--- src/rtl/path_length_engine.sv ---
// path_length_engine: streams N (x,y) points from the coordinate RAMs and reports the
// saturating Manhattan path length plus the longest hop and its index.
module path_length_engine #(
    parameter int ADDR_W  = 8,
    parameter int COORD_W = 8,
    parameter int SUM_W   = 16
) (
    input  logic               clk,
    input  logic               reset_n,
    input  logic               start,
    input  logic [ADDR_W:0]    num_points,
    output logic [ADDR_W-1:0]  mem_address,
    input  logic [COORD_W-1:0] x_q,
    input  logic [COORD_W-1:0] y_q,
    output logic               busy,
    output logic               done,
    output logic [SUM_W-1:0]   total_len,
    output logic [COORD_W:0]   max_hop,
    output logic [ADDR_W-1:0]  max_hop_idx,
    output logic               overflow
);
    typedef enum logic [1:0] {IDLE, RUN, DRAIN, FINISH} state_t;
    state_t state, state_nx;
    logic [ADDR_W:0]    n;
    logic               vld;
    logic [ADDR_W-1:0]  k;
    logic [COORD_W-1:0] px, py, dx, dy;
    logic [COORD_W:0]   hop;
    logic [SUM_W:0]     sum;
    logic               last;
    // compare at ADDR_W+1 bits so N = 2**ADDR_W terminates without wrapping
    assign last = {1'b0, mem_address} == n - 1'b1;
    assign dx   = x_q > px ? x_q - px : px - x_q;
    assign dy   = y_q > py ? y_q - py : py - y_q;
    assign hop  = {1'b0, dx} + {1'b0, dy};
    assign sum  = {1'b0, total_len} + {{(SUM_W-COORD_W){1'b0}}, hop};
    assign busy = state != IDLE;
    assign done = state == FINISH;
    always_ff @(posedge clk or negedge reset_n)
        if (!reset_n) state <= IDLE;
        else          state <= state_nx;
    always_comb begin
        state_nx = state;
        case (state)
            IDLE:    if (start) state_nx = num_points < (ADDR_W+1)'(2) ? FINISH : RUN;
            RUN:     if (last) state_nx = DRAIN;
            DRAIN:   state_nx = FINISH;
            default: state_nx = IDLE;
        endcase
    end
    always_ff @(posedge clk or negedge reset_n) begin
        if (!reset_n) begin
            n           <= '0;
            mem_address <= '0;
            vld         <= 1'b0;
            k           <= '0;
            px          <= '0;
            py          <= '0;
            total_len   <= '0;
            max_hop     <= '0;
            max_hop_idx <= '0;
            overflow    <= 1'b0;
        end else begin
            vld <= state == RUN;
            k   <= mem_address;
            if (state == IDLE && start) begin
                n           <= num_points;
                mem_address <= '0;
                total_len   <= '0;
                max_hop     <= '0;
                max_hop_idx <= '0;
                overflow    <= 1'b0;
            end
            if (state == RUN && !last) mem_address <= mem_address + 1'b1;
            // sample 0 only seeds the previous-point registers
            if (vld) begin
                px <= x_q;
                py <= y_q;
                if (k != '0) begin
                    total_len <= (overflow | sum[SUM_W]) ? '1 : sum[SUM_W-1:0];
                    overflow  <= overflow | sum[SUM_W];
                    if (hop > max_hop) begin
                        max_hop     <= hop;
                        max_hop_idx <= k;
                    end
                end
            end
        end
    end
endmodule

--- config.mk ---
export PLATFORM = sky130hd
export DESIGN_NAME = path_length_engine
export DESIGN_NICKNAME = d
export VERILOG_FILES = /design/src/rtl/path_length_engine.sv
export SDC_FILE = /design/constraint.sdc
export NUM_CORES = 1
export LEC_CHECK = 0
export ABC_CLOCK_PERIOD_IN_PS = 12740
export BUFFER_PORTS_ARGS = -buffer_cell sky130_fd_sc_hd__buf_4
export CORE_ASPECT_RATIO = 0.8
export CORE_MARGIN = 2
export CORE_UTILIZATION = 50
export DETAILED_ROUTE_END_ITERATION = 8
export PLACE_DENSITY = 0.73
export SLEW_MARGIN = 20
export SYNTH_ARGS = -nofsm -noshare
export SYNTH_HDL_FRONTEND = slang
export SYNTH_SLANG_ARGS = --single-unit
--- constraint.sdc ---
create_clock -name clk -period 12.74 [get_ports clk]
set_clock_uncertainty 0.1 [all_clocks]
set_input_delay 2.548 -clock clk [delete_from_list [all_inputs] [get_ports clk]]
set_output_delay 2.548 -clock clk [all_outputs]
set_load 0.005 [all_outputs]
; Word-level counts from Yosys, hierarchy flattened
; Cells that the tools add are included.
[word_totals]
input_bits = 28
elab_cells = 61
register_bits = 78
[classes]
eq_ne = 6
reduce_logical = 8
mux = 23
addsub = 8
magnitude_cmp = 4
n_bitwise = 1
[op_table]
columns = op, n
row1 = $mux 16, 4
row2 = $mux 8, 8
row3 = $mux 9, 4
row4 = $sub 8x8->8, 4
row5 = $add 16x9->17, 1
row6 = $gt 8x8->1, 2
row7 = $add 8x8->9, 1
row8 = $eq 8x9->1, 1
row9 = $gt 9x9->1, 1
row10 = $lt 9x2->1 const B, 1
row11 = $sub 9x1->9 const B, 1
row12 = $add 8x1->8 const B, 1
row13 = $reduce_bool 8->1, 1
row14 = $mux 2, 3
row15 = $pmux 2 s3, 1
row16 = $eq 2x2->1 const B, 2
row17 = $ne 2x2->1 const B, 2
row18 = $reduce_bool 2->1, 2
row19 = $mux 1, 3
row20 = $eq 2x1->1 const B, 1
row21 = $logic_and 1x1->1, 2
row22 = $logic_not 2->1, 1
row23 = $reduce_and 2->1, 1
row24 = $logic_not 1->1, 1
row25 = $or 1x1->1, 1

; Longest topological paths before layout
; Gate-level depths: netlist (run 1).
[logic_depth]
ltp_word = 8
ltp_mapped = 28
mapped_depth_nobuf = 25

; Worst setup path before layout (run 1)
; No wires, ideal clock.
[synth_timing]
path_type = in2reg
from = input x_q[0]
to = register total_len[13]
cell_stages = 24
required_ns = 12.536
arrival_ns = 7.302
slack_ns = 5.234
path_cell_list = inv_1 > ha_1 > inv_1 > fa_1 > a21o_1 > a21oi_1 > o21ai_0 > o22a_1 > clkbuf_1 > mux2_2 > ha_1 > a21o_1 > a21oi_1 > nor2b_1 > o21a_1 > o41a_1 > xor2_1 > ha_1 > a21oi_1 > o211ai_1 > a31oi_1 > o31ai_1 > o21ai_0 > a221oi_1
[synth_via]
elab_chain_cells = 8
word_cells_on_any_way = 10
cone_classes = add/sub (4) / order compare (1) / mux (4) / bitwise (1)
[synth_rtl]
columns = item, line_no
row1 = "start, declared", 13  ; input logic [COORD_W-1:0] x_q,
row2 = $sub 8x8->8 / $gt 8x8->1 (equally long branches), 33  ; assign dx = x_q > px ? x_q - px : px - x_q;
row3 = $mux 8 (*), 33
row4 = $add 8x8->9 (*), 35  ; assign hop = {1'b0, dx} + {1'b0, dy};
row5 = $add 16x9->17 (*), 36  ; assign sum = {1'b0, total_len} + {{(SUM_W-COORD_W){1'b0}}, hop};
row6 = $or 1x1->1, 80  ; total_len <= (overflow | sum[SUM_W]) ? '1 : sum[SUM_W-1:0];
row7 = $mux 16 (*), 80
row8 = $mux 16 (*), 79  ; if (k != '0) begin
row9 = $mux 16 (*), 76  ; if (vld) begin
row10 = "end signal, assigned", 80
row11 = "end, declared", 17  ; output logic [SUM_W-1:0] total_len,
; Mark *: on every way between the ends. The rest lies on a longest branch, timed or not.
; A chain may end at the register's enable or synchronous reset.

; Final worst setup path (run 1)
; Same ends and word-level chain as after synthesis.

==> results of run 1 <==
## worst min path at each step
stage,start,to,slack [ns],cells after the start
final,max_hop_idx[4]$_DFF_PN0_,max_hop_idx[4]$_DFF_PN0_,0.42,2
after global routing,mem_address[1]$_DFFE_PN0P_,k[1]$_DFF_PN0_,0.46,0
after CTS,max_hop_idx[4]$_DFF_PN0_,max_hop_idx[4]$_DFF_PN0_,0.42,2
after detailed placement,max_hop_idx[1]$_DFF_PN0_,max_hop_idx[1]$_DFF_PN0_,0.41,2
after global placement,max_hop_idx[1]$_DFF_PN0_,max_hop_idx[1]$_DFF_PN0_,0.39,2
after floorplan,mem_address[7]$_DFFE_PN0P_,k[7]$_DFF_PN0_,0.36,0
## worst reg2reg max path, stage by stage (launching register included)
cell,delay [ns]
dfrtp_1,0.35
ha_1,0.17
inv_1,0.05
fa_1,0.40
a21o_1,0.17
a21oi_1,0.18
o21ai_0,0.11
o22a_1,0.33
mux2_2,0.36
ha_1,0.29
a21o_1,0.17
a21oi_1,0.22
nor2b_1,0.10
o21a_1,0.19
o41a_1,0.33
xor2_1,0.20
ha_1,0.35
a21oi_1,0.09
o211ai_1,0.14
a31oi_1,0.18
o31ai_1,0.79
o21ai_0,0.26
a221oi_1,0.40
## kinds of logic after synthesis
group                    after synthesis  share of synthesized area
AO/OA/AOI/OAI                        175                      0.188
buffers and inverters                 97                     0.0664
multiplexers                          22                     0.0414
adder cells (fa/ha/maj)               69                      0.159
XOR/XNOR                              30                     0.0461
AND/OR/NAND/NOR                      185                      0.157
flip-flops                            78                      0.342
## metal layers
metal	vias to the layer above	wire length (microns)
met2	125	6310
li1	2399	-
met5	-	0
met3	22	614
met4	0	242
met1	2295	6510
## cells in the final DEF (no fill, tap or decap), types with 3 or more instances in the layout
cell type,n
mux2_2,9
fa_1,6
nor4_1,4
or3_1,4
o211ai_1,5
xnor2_1,24
and3_1,7
nor3b_1,5
a22oi_1,3
buf_4,73
o21a_1,6
nand2b_1,10
o21ai_0,63
nand2_1,63
a21oi_1,40
clkbuf_16,9
nor2_1,30
dfrtp_1,78
mux2i_1,12
ha_1,63
o31ai_1,4
nor2b_1,10
a31oi_1,8
a21o_1,18
nand4_1,7
a21boi_0,3
o21bai_1,3
xor2_1,6
nor3_1,12
inv_1,75
nand3_1,25
## sequential cells by signal, indices dropped and copies added, names as in the netlist
register / flops
max_hop_idx: 8
px: 8
total_len: 16
n: 9
vld: 1
mem_address: 8
max_hop: 9
k: 8
state: 2
overflow: 1
py: 8
## stage by stage
step           power, mW  utilization
2_1_floorplan      0.995            -
3_3_place_gp        1.22        0.578
3_5_place_dp        1.25        0.578
4_1_cts             1.53        0.607
5_1_grt             1.68        0.608
6_report            1.53        0.608
## where the power goes
group	internal (mW)	switching, mW
combinational	0.411	0.475
clock	0.173	0.108
sequential	0.316	0.0512
## cell type report
class | instances | area share
well taps | 144 | 0.0270
multi-input cells | 481 | 0.507
inverters | 75 | 0.0422
clock inverters | 5 | 0.0124
clock buffers | 11 | 0.0349
flip-flops and latches | 78 | 0.292
repair buffers | 74 | 0.0838
==> flow_summary.ini, run 1 <==
[floorplanning]
dieArea_sq_um = 12300
rows = 34
fp.coreArea_sq_um = 11000
die_y_microns = 99.5
start_util = 0.520
io_pins = 72
die_w_microns = 123

[sta]
finalSetupViolations = 0
rsz0062_at_grt = no
hold_slack_ns = 0.415
worstMarginPinSlew_ns = 1.04
slew_viol_final = 0
hold_viol = 0
slew_headroom = 0.304
period_share = 0.634
fin_crit_ns = 8.08
max_freq_ghz = 0.124
layout_setup_ws_ns = 4.66
finalSetupTns_ns = 0

[final_layout]
syn2layout_area_growth_pct = 17.0
drive_above_1_share = 0.146
nFillCells = 971
final_cells = 868
diodes = 0
multi_input_area_sq_um = 3390
nNetsFinal = 816
seqCellArea_sq_um = 1950
final_area_sq_um = 6670

[critical_path]
path_class = primary input to flip-flop
r2r_setup_slack_ns = 6.67
critical_path.slowest_cell = o31ai_1
path_buf_inv = 3
critical_path_depth = 24
rr_worst_depth = 22
cp-end-kind = flip-flop
r2r-end = total_len[13]$_DFF_PN0_
crit_chain = buf_4 -> inv_1 -> ha_1 -> inv_1 -> fa_1 -> a21o_1 -> a21oi_1 -> o21ai_0 -> o22a_1 -> mux2_2 -> ha_1 -> a21o_1 -> a21oi_1 -> nor2b_1 -> o21a_1 -> o41a_1 -> xor2_1 -> ha_1 -> a21oi_1 -> o211ai_1 -> a31oi_1 -> o31ai_1 -> o21ai_0 -> a221oi_1
worstReg2RegStart = px[0]$_DFFE_PN0P_
cp_max_fo = 8
worst_ep_arrival_time_ns = 8.20
start_kind = primary input
crit_family = compound AO/OA/AOI/OAI gates
cp-endpoint = total_len[13]$_DFF_PN0_
critPathMaxStageDelay_ns = 0.79
required_ns = 12.86
crit_path_start = x_q[0]

[placed_design]
dp.final_hpwl_mm = 10.2
gp_congestion = 0.899
io_buffers = 71
placed_area_sq_um = 6350
placedCellCount = 852
dp_slack_ns = 4.41

[global_routing]
grt_pass1_vias = 4760
global_route.usage.met2 = 0.372
grt_usage = 0.236
top_usage_layer = met2
met1_usage = 0.321
grt_pass1_wl_mm = 22.7
grt_max_degree = 79
met3_usage = 0.0528
gr-total-overflow = 0
antenna_found_initial = 0

[clock_network]
cts.sinks = 78
clkTransAtPathRegs_ns = 0.06
clockRootBuffer = clkbuf_16
cts_tree = yes
cts_setup_buffers = 0
clockBufferDepth = 2
cts_buffers = 9
clkLatencyLatePin_ns = 0.35
htreeDepth = 3
cts_resized = 0
cts_hold_buf = 0

[synth]
synth_top_area_share = 0.342
ys_types = 55
synth_cells = 656
yosysWarnings = 0
synth_edf_count = 0
ys_seq_elements = 78
synth_area_sq_um = 5710
synth_ff_type = dfrtp_1
synth_nets = 753
yosys.area.top_type = dfrtp_1
synth-seq-area-share = 0.342
avgSynthCellArea_sq_um = 8.70
yosys-top-cells-count = dfrtp_1 (78), inv_1 (75), o21ai_0 (64)
yosysMostFrequentCell = dfrtp_1
synthArstFlopShare = 1.00
synthTopCellsByArea = dfrtp_1 (34%), ha_1 (14%), o21ai_0 (5.6%)

[routing]
wl_per_cell_microns = 15.8
viasPerCell = 5.58
dr.first_iter.drc_count = 278
vias = 4841
route.detailed.drc = 0
drtAntennaViolNets = 0
drt-total-wl_mm = 13.7
firstDrtPassIters = 5

[run]
cap_violations = 0

[power_and_ir_drop]
peakVddDrop_uv = 105
p_leak_nw = 3.33
power_density_nw_per_um2 = 230

[min_path]
hold_path_class = flip-flop to flip-flop

[status]
status = completed
Note: power is estimated with default switching activity, not from simulation.
==> run 2, diff against run 1 <==
ABC_AREA = 1   (was not set)
ABC_CLOCK_PERIOD_IN_PS = 8200   (was 12740)
clock period = 8.2 ns   (was 12.74 ns; I/O delays follow)
==> run 2 against run 1 <==
  * Wire length is 3.3% higher
  * Synthesized cell count rose by 32%
  * Count of clock-buffer cells in the layout fell by 2
  * Worst hold slack worse by 0.017 ns
  * Via count up 14%
  * Non-clock buffer count unchanged
  * Area after synthesis up 7.9%
  * Worst setup slack got worse by 2.7 ns
  * Global-route usage is 1.1 points lower
  * Register-to-register slack got worse by 3.6 ns
  * Critical path type unchanged
  * Largest cell class unchanged
  * Highest routed layer unchanged
==> flow_summary.ini, run 2 <==
[placed_design]
dp_slack_ns = 1.63
dp.final_hpwl_mm = 10.9
io_buffers = 71
gp_congestion = 0.879

[synth]
avgSynthCellArea_sq_um = 7.11
synth_compound_area_frac = 0.107
synthArstFlopShare = 1.00
yosys.area.top_type = dfrtp_1
synth_edf_count = 0
yosys-top-cells-count = nand2_1 (231), inv_1 (140), dfrtp_1 (78)
synthSimpleGateAreaFrac = 0.274
synthAdderAreaFrac = 0.148
synth_area_sq_um = 6160
ys_types = 33
synth-seq-area-share = 0.317
synthTopCellsByArea = dfrtp_1 (32%), nand2_1 (14%), ha_1 (13%)
synth_xor_area_frac = 0.0498
synth_top_area_share = 0.317
synthMuxAreaShare = 0
synth_cells = 866
yosysMostFrequentCell = nand2_1
synth_ff_type = dfrtp_1
yosysWarnings = 0
ys_seq_elements = 78
synth_nets = 963
synth_top_family_by_area = simple AND/OR/NAND/NOR gates

[final_layout]
syn2layout_area_growth_pct = 15.1
fin_util = 0.585
diodes = 0
final_common_cell = nand2_1
largest_reg_flops = 16
top_register = total_len
reg_top3 = total_len: 16 flops, max_hop: 9 flops, n: 9 flops
nNetsFinal = 1027
final_cell_mix = nand2_1 (231), inv_1 (140), dfrtp_1 (78)
drive_above_1_share = 0.112
nFillCells = 1134

[clock_network]
clkTransAtPathRegs_ns = 0.06
clockBufferDepth = 2
cts_tree = yes
cts_resized = 0
cts_buffers = 9
cts_hold_buf = 0
clockRootBuffer = clkbuf_16
cts_setup_buffers = 0
clkLatencyLatePin_ns = 0.35
cts.sinks = 78
htreeDepth = 3

[critical_path]
cpMostUsedCell = nand2_1
critical_path.slowest_cell = nand2_1
start_kind = primary input
worstReg2RegStart = px[0]$_DFFE_PN0P_
required_ns = 8.33
critPathMaxStageDelay_ns = 0.64
crit_path_start = x_q[0]
cp-end-kind = flip-flop
path_class = primary input to flip-flop
cp_max_fo = 29
worst_ep_arrival_time_ns = 6.39

[routing]
route.detailed.drc = 0
drtAntennaViolNets = 0
vias = 5534
wl_per_cell_microns = 13.0
viasPerCell = 5.09
dr.first_iter.drc_count = 357
firstDrtPassIters = 5
drt-total-wl_mm = 14.1

[sta]
period_share = 0.764
finalSetupViolations = 0
rsz0062_at_grt = no
slew_viol_final = 0
finalSetupTns_ns = 0
worstMarginPinSlew_ns = 0.867
fin_crit_ns = 6.27
hold_slack_ns = 0.398
max_freq_ghz = 0.160
hold_viol = 0
layout_setup_ws_ns = 1.93
slew_headroom = 0.421

[floorplanning]
fp.coreArea_sq_um = 12100
rows = 36
start_util = 0.508
io_pins = 72
dieArea_sq_um = 13200
die_w_microns = 128
die_y_microns = 103

[global_routing]
grt_pass1_wl_mm = 23.9
gr-total-overflow = 0
grt_pass1_vias = 5063
grt_usage = 0.225
antenna_found_initial = 0
grt_max_degree = 79

[status]
status = completed

[min_path]
worstHoldStart = mem_address[6]$_DFFE_PN0P_
hold_path_class = flip-flop to flip-flop

[run]
cap_violations = 0
==> run 2: final cells by class <==
cell class	instances	area, sq um	area share
clock buffers	9	225	0.0318
well taps	152	190	0.0268
multi-input cells	624	3560	0.502
repair buffers	74	559	0.0789
inverters	143	537	0.0757
clock inverters	7	63.8	0.00900
flip-flops and latches	78	1950	0.275
==> run 2: stage by stage <==
stage / std cells / area, sq um
detailed placement: 1071 / 6790
global placement: 1071 / 6790
CTS: 1087 / 7080
floorplan: 866 / 6160
global route: 1087 / 7090
finish: 1087 / 7090
==> run 2: final timing paths <==
check                                             to  slack, ns  depth (start not counted)
worst max-delay path            max_hop[1]$_DFF_PN0_       1.93                         30
worst min-delay path                  k[6]$_DFF_PN0_       0.40                          0
worst max register to register  max_hop[1]$_DFF_PN0_       3.05                         28
worst min register to register        k[6]$_DFF_PN0_       0.40                          0
max in group asynchronous          px[5]$_DFFE_PN0P_       6.26                          1
min in group asynchronous          py[4]$_DFFE_PN0P_       1.20                          1
==> run 2: logic make-up (layout without fill, tap and decap cells) <==
family,after synthesis,count (layout)
adders and majority gates,69,69
AOI/OAI and AO/OA,124,124
DFF,78,78
xor gates and xnor gates,35,35
and+or+nand+nor,396,396
buffers and inverters,164,233
==> run 2: layer usage <==
layer | GRT usage | part of all wire | vias to the layer above
met5 | 0 | 0 | -
met4 | 0.0406 | 0.0068 | 0
met3 | 0.0417 | 0.050 | 10
met2 | 0.355 | 0.43 | 127
met1 | 0.329 | 0.51 | 2501
li1 | - | - | 2896
==> run 2: critical path: cells and delay by family <==
kind / cells / cell delay (ns)
compound gates: 3 / 0.42
fa+ha+maj: 4 / 1.36
simple gates: 16 / 2.17
buf+inv: 6 / 0.62
xor+xnor: 1 / 0.17
Power of run 2 is not shown: default switching activity piles up to over one toggle a cycle in this logic, so the estimate is an artifact.
